===== src/rtl/cpu_pkg.sv =====
// Shared definitions for cpu_core_param: opcodes, instruction field layout,
// ALU select and controller state encodings.
package cpu_pkg;

  localparam logic [7:0] OP_LOADI = 8'h00;
  localparam logic [7:0] OP_MOV   = 8'h01;
  localparam logic [7:0] OP_ADD   = 8'h02;
  localparam logic [7:0] OP_SUB   = 8'h03;
  localparam logic [7:0] OP_AND   = 8'h04;
  localparam logic [7:0] OP_OR    = 8'h05;
  localparam logic [7:0] OP_J     = 8'h06;
  localparam logic [7:0] OP_BEQ   = 8'h07;
  localparam logic [7:0] OP_MUL   = 8'h08;

  localparam int FIELD_W  = 8;
  localparam int OPC_LSB  = 24;
  localparam int DST_LSB  = 16;
  localparam int SRC1_LSB = 8;
  localparam int SRC2_LSB = 0;

  typedef enum logic [1:0] {ALU_FWD, ALU_ADD, ALU_AND, ALU_OR} alu_sel_e;

  typedef enum logic {ST_IDLE, ST_MUL} state_e;

  function automatic logic [31:0] sext8(input logic [7:0] v);
    return {{24{v[7]}}, v};
  endfunction

endpackage


===== src/rtl/cpu_core_param_seq_multiplier.sv =====
// Shift-add multiplier: one multiplier bit per cycle, DATA_W cycles per product.
// done_o and product_o are combinational so the caller can retire on the final edge.
module seq_multiplier #(
  parameter int DATA_W = 8
) (
  input  logic              CLK,
  input  logic              RESET,
  input  logic              start_i,
  input  logic [DATA_W-1:0] a_i,
  input  logic [DATA_W-1:0] b_i,
  output logic              busy_o,
  output logic              done_o,
  output logic [DATA_W-1:0] product_o
);

  localparam int CNT_W = $clog2(DATA_W + 1);

  logic [DATA_W-1:0] mcand_q, mcand_d, mplier_q, mplier_d, acc_q, acc_d, acc_step;
  logic [CNT_W-1:0]  cnt_q, cnt_d;
  logic              busy_q, busy_d;

  assign acc_step  = acc_q + (mplier_q[0] ? mcand_q : '0);
  assign busy_o    = busy_q;
  assign done_o    = busy_q && (cnt_q == CNT_W'(1));
  assign product_o = acc_step;

  always_comb begin
    mcand_d  = mcand_q;
    mplier_d = mplier_q;
    acc_d    = acc_q;
    cnt_d    = cnt_q;
    busy_d   = busy_q;
    if (busy_q) begin
      acc_d    = acc_step;
      mcand_d  = mcand_q << 1;
      mplier_d = mplier_q >> 1;
      cnt_d    = cnt_q - CNT_W'(1);
      if (cnt_q == CNT_W'(1)) busy_d = 1'b0;
    end else if (start_i) begin
      mcand_d  = a_i;
      mplier_d = b_i;
      acc_d    = '0;
      cnt_d    = CNT_W'(DATA_W);
      busy_d   = 1'b1;
    end
  end

  always_ff @(posedge CLK or posedge RESET) begin
    if (RESET) begin
      mcand_q  <= '0;
      mplier_q <= '0;
      acc_q    <= '0;
      cnt_q    <= '0;
      busy_q   <= 1'b0;
    end else begin
      mcand_q  <= mcand_d;
      mplier_q <= mplier_d;
      acc_q    <= acc_d;
      cnt_q    <= cnt_d;
      busy_q   <= busy_d;
    end
  end

endmodule


===== src/rtl/cpu_core_param.sv =====
// Parametrised single-issue core: inline register file and ALU, j/beq control flow,
// fetch-valid handshake and a multi-cycle MUL that holds the PC while busy.
module cpu_core_param
  import cpu_pkg::*;
#(
  parameter int DATA_W    = 8,
  parameter int REG_COUNT = 8,
  parameter int RIDX_W    = $clog2(REG_COUNT)
) (
  input  logic              CLK,
  input  logic              RESET,
  output logic [31:0]       PC,
  input  logic [31:0]       INSTRUCTION,
  input  logic              INSTR_VALID,
  output logic              BUSY,
  input  logic [RIDX_W-1:0] DBG_ADDR,
  output logic [DATA_W-1:0] DBG_DATA
);

  //  state   | meaning
  //  ST_IDLE | accepting instructions when INSTR_VALID is high
  //  ST_MUL  | multiplier iterating; fetch ignored, PC held
  state_e            state_q, state_d;
  logic [31:0]       pc_q, pc_d, pc_plus4, br_target, imm_ext;
  logic [RIDX_W-1:0] mul_rd_q, mul_rd_d;
  logic [DATA_W-1:0] regs_q [REG_COUNT];

  logic [7:0]        opcode, dst_f, src1_f, src2_f;
  logic [RIDX_W-1:0] rd_idx, rs1_idx, rs2_idx;
  logic [DATA_W-1:0] rs1_val, rs2_val, imm, alu_b, alu_y;
  alu_sel_e          alu_sel;

  logic              rf_we;
  logic [RIDX_W-1:0] rf_waddr;
  logic [DATA_W-1:0] rf_wdata;
  logic              mul_start, mul_busy, mul_done;
  logic [DATA_W-1:0] mul_product;
  logic              unused_bits;

  assign opcode  = INSTRUCTION[OPC_LSB  +: FIELD_W];
  assign dst_f   = INSTRUCTION[DST_LSB  +: FIELD_W];
  assign src1_f  = INSTRUCTION[SRC1_LSB +: FIELD_W];
  assign src2_f  = INSTRUCTION[SRC2_LSB +: FIELD_W];
  assign rd_idx  = dst_f[RIDX_W-1:0];
  assign rs1_idx = src1_f[RIDX_W-1:0];
  assign rs2_idx = src2_f[RIDX_W-1:0];
  assign rs1_val = regs_q[rs1_idx];
  assign rs2_val = regs_q[rs2_idx];

  // Sign-extending to 32 then slicing also covers the truncating case for DATA_W < 8.
  assign imm_ext = sext8(src2_f);
  assign imm     = imm_ext[DATA_W-1:0];

  assign pc_plus4  = pc_q + 32'd4;
  assign br_target = pc_plus4 + (sext8(dst_f) << 2);

  assign PC          = pc_q;
  assign DBG_DATA    = regs_q[DBG_ADDR];
  assign unused_bits = ^{src1_f, imm_ext, mul_busy};

  always_comb begin
    alu_sel = ALU_FWD;
    alu_b   = rs2_val;
    case (opcode)
      OP_LOADI: alu_b = imm;
      OP_ADD:   alu_sel = ALU_ADD;
      OP_SUB: begin
        alu_sel = ALU_ADD;
        alu_b   = ~rs2_val + DATA_W'(1);
      end
      OP_AND:   alu_sel = ALU_AND;
      OP_OR:    alu_sel = ALU_OR;
      default:  ;
    endcase
  end

  always_comb begin
    alu_y = alu_b;
    case (alu_sel)
      ALU_FWD: alu_y = alu_b;
      ALU_ADD: alu_y = rs1_val + alu_b;
      ALU_AND: alu_y = rs1_val & alu_b;
      ALU_OR:  alu_y = rs1_val | alu_b;
    endcase
  end

  seq_multiplier #(.DATA_W(DATA_W)) u_mul (
    .CLK       (CLK),
    .RESET     (RESET),
    .start_i   (mul_start),
    .a_i       (rs1_val),
    .b_i       (rs2_val),
    .busy_o    (mul_busy),
    .done_o    (mul_done),
    .product_o (mul_product)
  );

  always_ff @(posedge CLK or posedge RESET) begin
    if (RESET) begin
      state_q  <= ST_IDLE;
      pc_q     <= '0;
      mul_rd_q <= '0;
    end else begin
      state_q  <= state_d;
      pc_q     <= pc_d;
      mul_rd_q <= mul_rd_d;
    end
  end

  always_comb begin
    state_d = state_q;
    case (state_q)
      ST_IDLE: if (INSTR_VALID && (opcode == OP_MUL)) state_d = ST_MUL;
      ST_MUL:  if (mul_done) state_d = ST_IDLE;
    endcase
  end

  always_comb begin
    pc_d      = pc_q;
    mul_rd_d  = mul_rd_q;
    mul_start = 1'b0;
    rf_we     = 1'b0;
    rf_waddr  = rd_idx;
    rf_wdata  = alu_y;
    BUSY      = (state_q == ST_MUL);
    case (state_q)
      ST_IDLE: begin
        if (INSTR_VALID) begin
          case (opcode)
            OP_LOADI, OP_MOV, OP_ADD, OP_SUB, OP_AND, OP_OR: begin
              rf_we = 1'b1;
              pc_d  = pc_plus4;
            end
            OP_J:   pc_d = br_target;
            OP_BEQ: pc_d = (rs1_val == rs2_val) ? br_target : pc_plus4;
            OP_MUL: begin
              mul_start = 1'b1;
              mul_rd_d  = rd_idx;
            end
            default: pc_d = pc_plus4;
          endcase
        end
      end
      ST_MUL: begin
        if (mul_done) begin
          rf_we    = 1'b1;
          rf_waddr = mul_rd_q;
          rf_wdata = mul_product;
          pc_d     = pc_plus4;
        end
      end
    endcase
  end

  always_ff @(posedge CLK or posedge RESET) begin
    if (RESET) begin
      for (int i = 0; i < REG_COUNT; i++) regs_q[i] <= '0;
    end else if (rf_we) begin
      regs_q[rf_waddr] <= rf_wdata;
    end
  end

endmodule


===== config.mk =====
export PLATFORM = sky130hd
export DESIGN_NAME = cpu_core_param
export DESIGN_NICKNAME = d
export VERILOG_FILES = /design/src/rtl/cpu_pkg.sv /design/src/rtl/cpu_core_param_seq_multiplier.sv /design/src/rtl/cpu_core_param.sv
export SDC_FILE = /design/constraint.sdc
export NUM_CORES = 1
export LEC_CHECK = 0
export ABC_AREA = 1
export BUFFER_PORTS_ARGS = -buffer_cell sky130_fd_sc_hd__buf_2
export CAP_MARGIN = 20
export CORE_UTILIZATION = 45
export DETAILED_ROUTE_END_ITERATION = 6
export HOLD_SLACK_MARGIN = 0.05
export PLACE_DENSITY_LB_ADDON = 0.25
export SYNTH_ARGS = -nofsm -noshare
export SYNTH_HDL_FRONTEND = slang
export SYNTH_SLANG_ARGS = --single-unit
export TNS_END_PERCENT = 50

===== constraint.sdc =====
create_clock -name CLK -period 8 [get_ports CLK]
set_input_delay 2 -clock CLK [delete_from_list [all_inputs] [get_ports CLK]]
set_output_delay 2 -clock CLK [all_outputs]
set_load 0.01 [all_outputs]

==> results.py <==
metrics = {
    "flow_run": {
        "cap_violations": 0,
    },
    "global_route": {
        "grt_pass1_vias": 12620,
        "grt_start_max_net_pins": 76,
        "grt_pass1_wl_um": 66000,
        "grt.total_usage_pct": 29.5,
        "antenna_found_initial": 0,
        "grt-ovfl-total": 0,
    },
    "setup_path": {
        "arrival_ns": 4.00,
        "slowest_delay_ns": 0.58,
        "critPathLaunch": "DBG_ADDR[0]",
        "path_class": "in -> out",
        "rr_endpoint": "PC[29]",
        "crit_path_top_delay_cell": "inv_1",
        "critPathTopFamily": "buffers and inverters",
        "cp_cell_sequence": "buf_2 -> inv_1 -> a21oi_1 -> o21ai_0 -> a31oi_1 -> buf_2",
        "worst_path_most_repeated_cell": "buf_2",
        "reg2reg_from": "PC[3]",
        "endpoint_kind": "output port",
        "ff2ff_path_depth": 22,
        "path_buf_inv": 3,
        "cp_max_fo": 42,
        "startpoint_type": "input pin",
        "ff2ff_setup_slack_ns": 3.91,
        "required_ns": 6.00,
    },
    "logic_synthesis": {
        "yosysMostFrequentCell": "nand2_1",
        "synthMuxAreaShare_pct": 0,
        "synth_top_area_share_pct": 25.3,
        "synth_top_family_by_area": "simple AND/OR/NAND/NOR gates",
        "synth-compound-area-share_pct": 12.4,
        "yosys.area_share.adder_pct": 6.55,
        "yosysWarnings": 0,
        "synthArstFlopShare_pct": 100,
        "synth-simple-area-share_pct": 40.2,
        "synth_common_cells": "nand2_1 (812), inv_1 (275), nand3_1 (197), nor2_1 (137), dfrtp_1 (127)",
        "synth_area_sq_um": 12600,
        "seq_area_frac_synth_pct": 25.3,
        "syn_area_per_cell_sq_um": 6.02,
        "synth_cells": 2090,
        "ys.flop_type": "dfrtp_1",
        "synthTopCellsByArea": "dfrtp_1 (25%), nand2_1 (24%), inv_1 (8.2%)",
        "synth_top_area_cell": "dfrtp_1",
        "yosysUniqueCellTypes": 49,
        "synth-seq-cells": 127,
        "synth_xor_area_share_pct": 3.41,
        "synth-edff-count": 0,
    },
    "cts": {
        "cts_resized": 0,
        "cts_buffers": 17,
        "htree_levels": 4,
        "hold_buffers": 0,
        "cts_sinks": 127,
        "postCtsSetupBuffers": 0,
        "clk_pin_slew_ns": 0.06,
        "cts_root_buf": "clkbuf_16",
        "cts_buffer_depth": 2,
        "clock_latency_ns": 0.44,
        "cts_tree": "yes",
    },
    "drt": {
        "firstDrtPassIters": 6,
        "drc_errors": 0,
        "finalWirelength_um": 41600,
        "ant_nets": 0,
        "drt_iter0_drc": 1288,
        "vias": 13500,
        "vias_per_cell": 5.38,
        "detail_route.wl_per_cell_um": 16.6,
    },
    "power_and_ir_drop": {
        "ir_drop_mv": 0.131,
        "power_density_nw_per_um2": 144,
        "p_leak_nw": 7.45,
    },
    "layout": {
        "fin_nets": 2228,
        "syn_to_final_growth_pct": 9.21,
        "drive_above_1_share_pct": 9.07,
        "n_fill_cell": 2881,
        "final_util_pct": 50.5,
        "diodes": 0,
    },
    "timing": {
        "finalSetupTns_ns": 0,
        "fmax_mhz": 167,
        "rsz0062_at_grt": "no",
        "period_minus_slack_ns": 6.00,
        "finalSetupViolCount": 0,
        "max_slew_margin_pct": 31.3,
        "whs_ns": 0.479,
        "tightest_slew_ns": 1.02,
        "setup_slack_ns": 2.00,
        "clock-skew-final_ns": 0.0133,
        "finalHoldViolCount": 0,
        "post-route-period-util_pct": 75.0,
        "slew_viol_final": 0,
    },
    "worst_hold_path": {
        "hold_start": "u_mul.mplier_q[1]",
        "hp-class": "reg -> reg",
        "holdPathEnd": "u_mul.mplier_q[0]",
        "min_delay_path_depth": 2,
    },
    "placement": {
        "gp_congestion": 0.968,
        "hpwl_um": 30500,
        "io_buffers": 71,
        "post-place-ws_ns": 2.04,
    },
    "floorplan": {
        "pin_count": 79,
        "core-area_sq_um": 27200,
        "start_util_pct": 46.3,
        "die_h_um": 169,
        "die_w_um": 169,
        "rows": 60,
        "die-area_sq_um": 28600,
    },
    "outcome": {
        "outcome": "complete, no violations",
    },
}
## kinds of logic after synthesis
group / Yosys count
fa+ha+maj: 64
flops: 127
buf+inv: 362
compound gates: 268
simple gates: 1219
other cells: 1
xor+xnor: 49
## layout by cell type, fill, tap and decap left out, types with 5 or more instances in the layout
cell type and count:
dfrtp_1 127, o21ai_2 5, nor2_1 135, o21bai_1 6
nor2_4 5, clkbuf_16 17, o21ai_0 106, nor3_1 10
o211ai_1 10, a21oi_1 73, xor2_1 36, o21ai_1 12
a221oi_1 8, a22oi_1 10, or2_2 8, ha_1 61
nor2_2 7, nand3_1 197, a31oi_1 11, xnor2_1 13
buf_4 7, a21oi_2 13, inv_2 18, nand4_1 16
inv_1 274, buf_2 71, nand2_2 14, nand2_1 812
## tightest hold or removal path, stage by stage (launching register included)
cell	delay [ns]
dfrtp_1	0.34
nand2_1	0.05
nand2_1	0.05
## through the flow
step           power (W)  cells  area, sq um
6_report         0.00198   2511        13700
2_1_floorplan    0.00101   2091        12600
4_1_cts          0.00198   2509        13700
5_1_grt          0.00206   2511        13700
3_3_place_gp     0.00111   2476        13100
3_5_place_dp     0.00112   2477        13100
## area by class of cell
cell class | count | area, sq um | share of cell area, %
multi-input cells | 1602 | 7880 | 57.4
flip-flops and latches | 127 | 3180 | 23.1
inverters | 298 | 1130 | 8.25
clock buffers | 20 | 467 | 3.40
well taps | 372 | 465 | 3.39
repair buffers | 80 | 450 | 3.28
clock inverters | 12 | 159 | 1.16
## per-layer routing
layer	up-vias	GRT usage, %	routed length, um
met2	517	52.0	20300
met4	0	13.7	1640
met5	-	0	0
li1	6667	-	-
met3	101	3.29	2290
met1	6215	35.8	17400
## sequential cells by signal (all words and copies together), names as in the netlist
signal,cells
u_mul.mplier_q,8
PC,30
regs_q,64
u_mul.acc_q,8
u_mul.mcand_q,8
u_mul.cnt_q,4
u_mul.busy_o,1
BUSY,1
mul_rd_q,3
## how the worst max path moves through the flow
stage / endpoint / slack [ns] / cells past startpoint
floorplan: BUSY / 2.62 / 1
global placement: DBG_DATA[2] / 2.05 / 6
detailed placement: DBG_DATA[2] / 2.04 / 6
CTS: DBG_DATA[2] / 2.03 / 6
global route: DBG_DATA[2] / 1.81 / 6
finish: DBG_DATA[2] / 2.00 / 6
## power by group
group	switching, W	leakage, nW	internal, W
Clock	0.000342	0.303	0.000517
Sequential	0.0000173	1.59	0.000657
Combinational	0.000304	5.56	0.000139
Note: power is estimated with default switching activity, not from simulation.
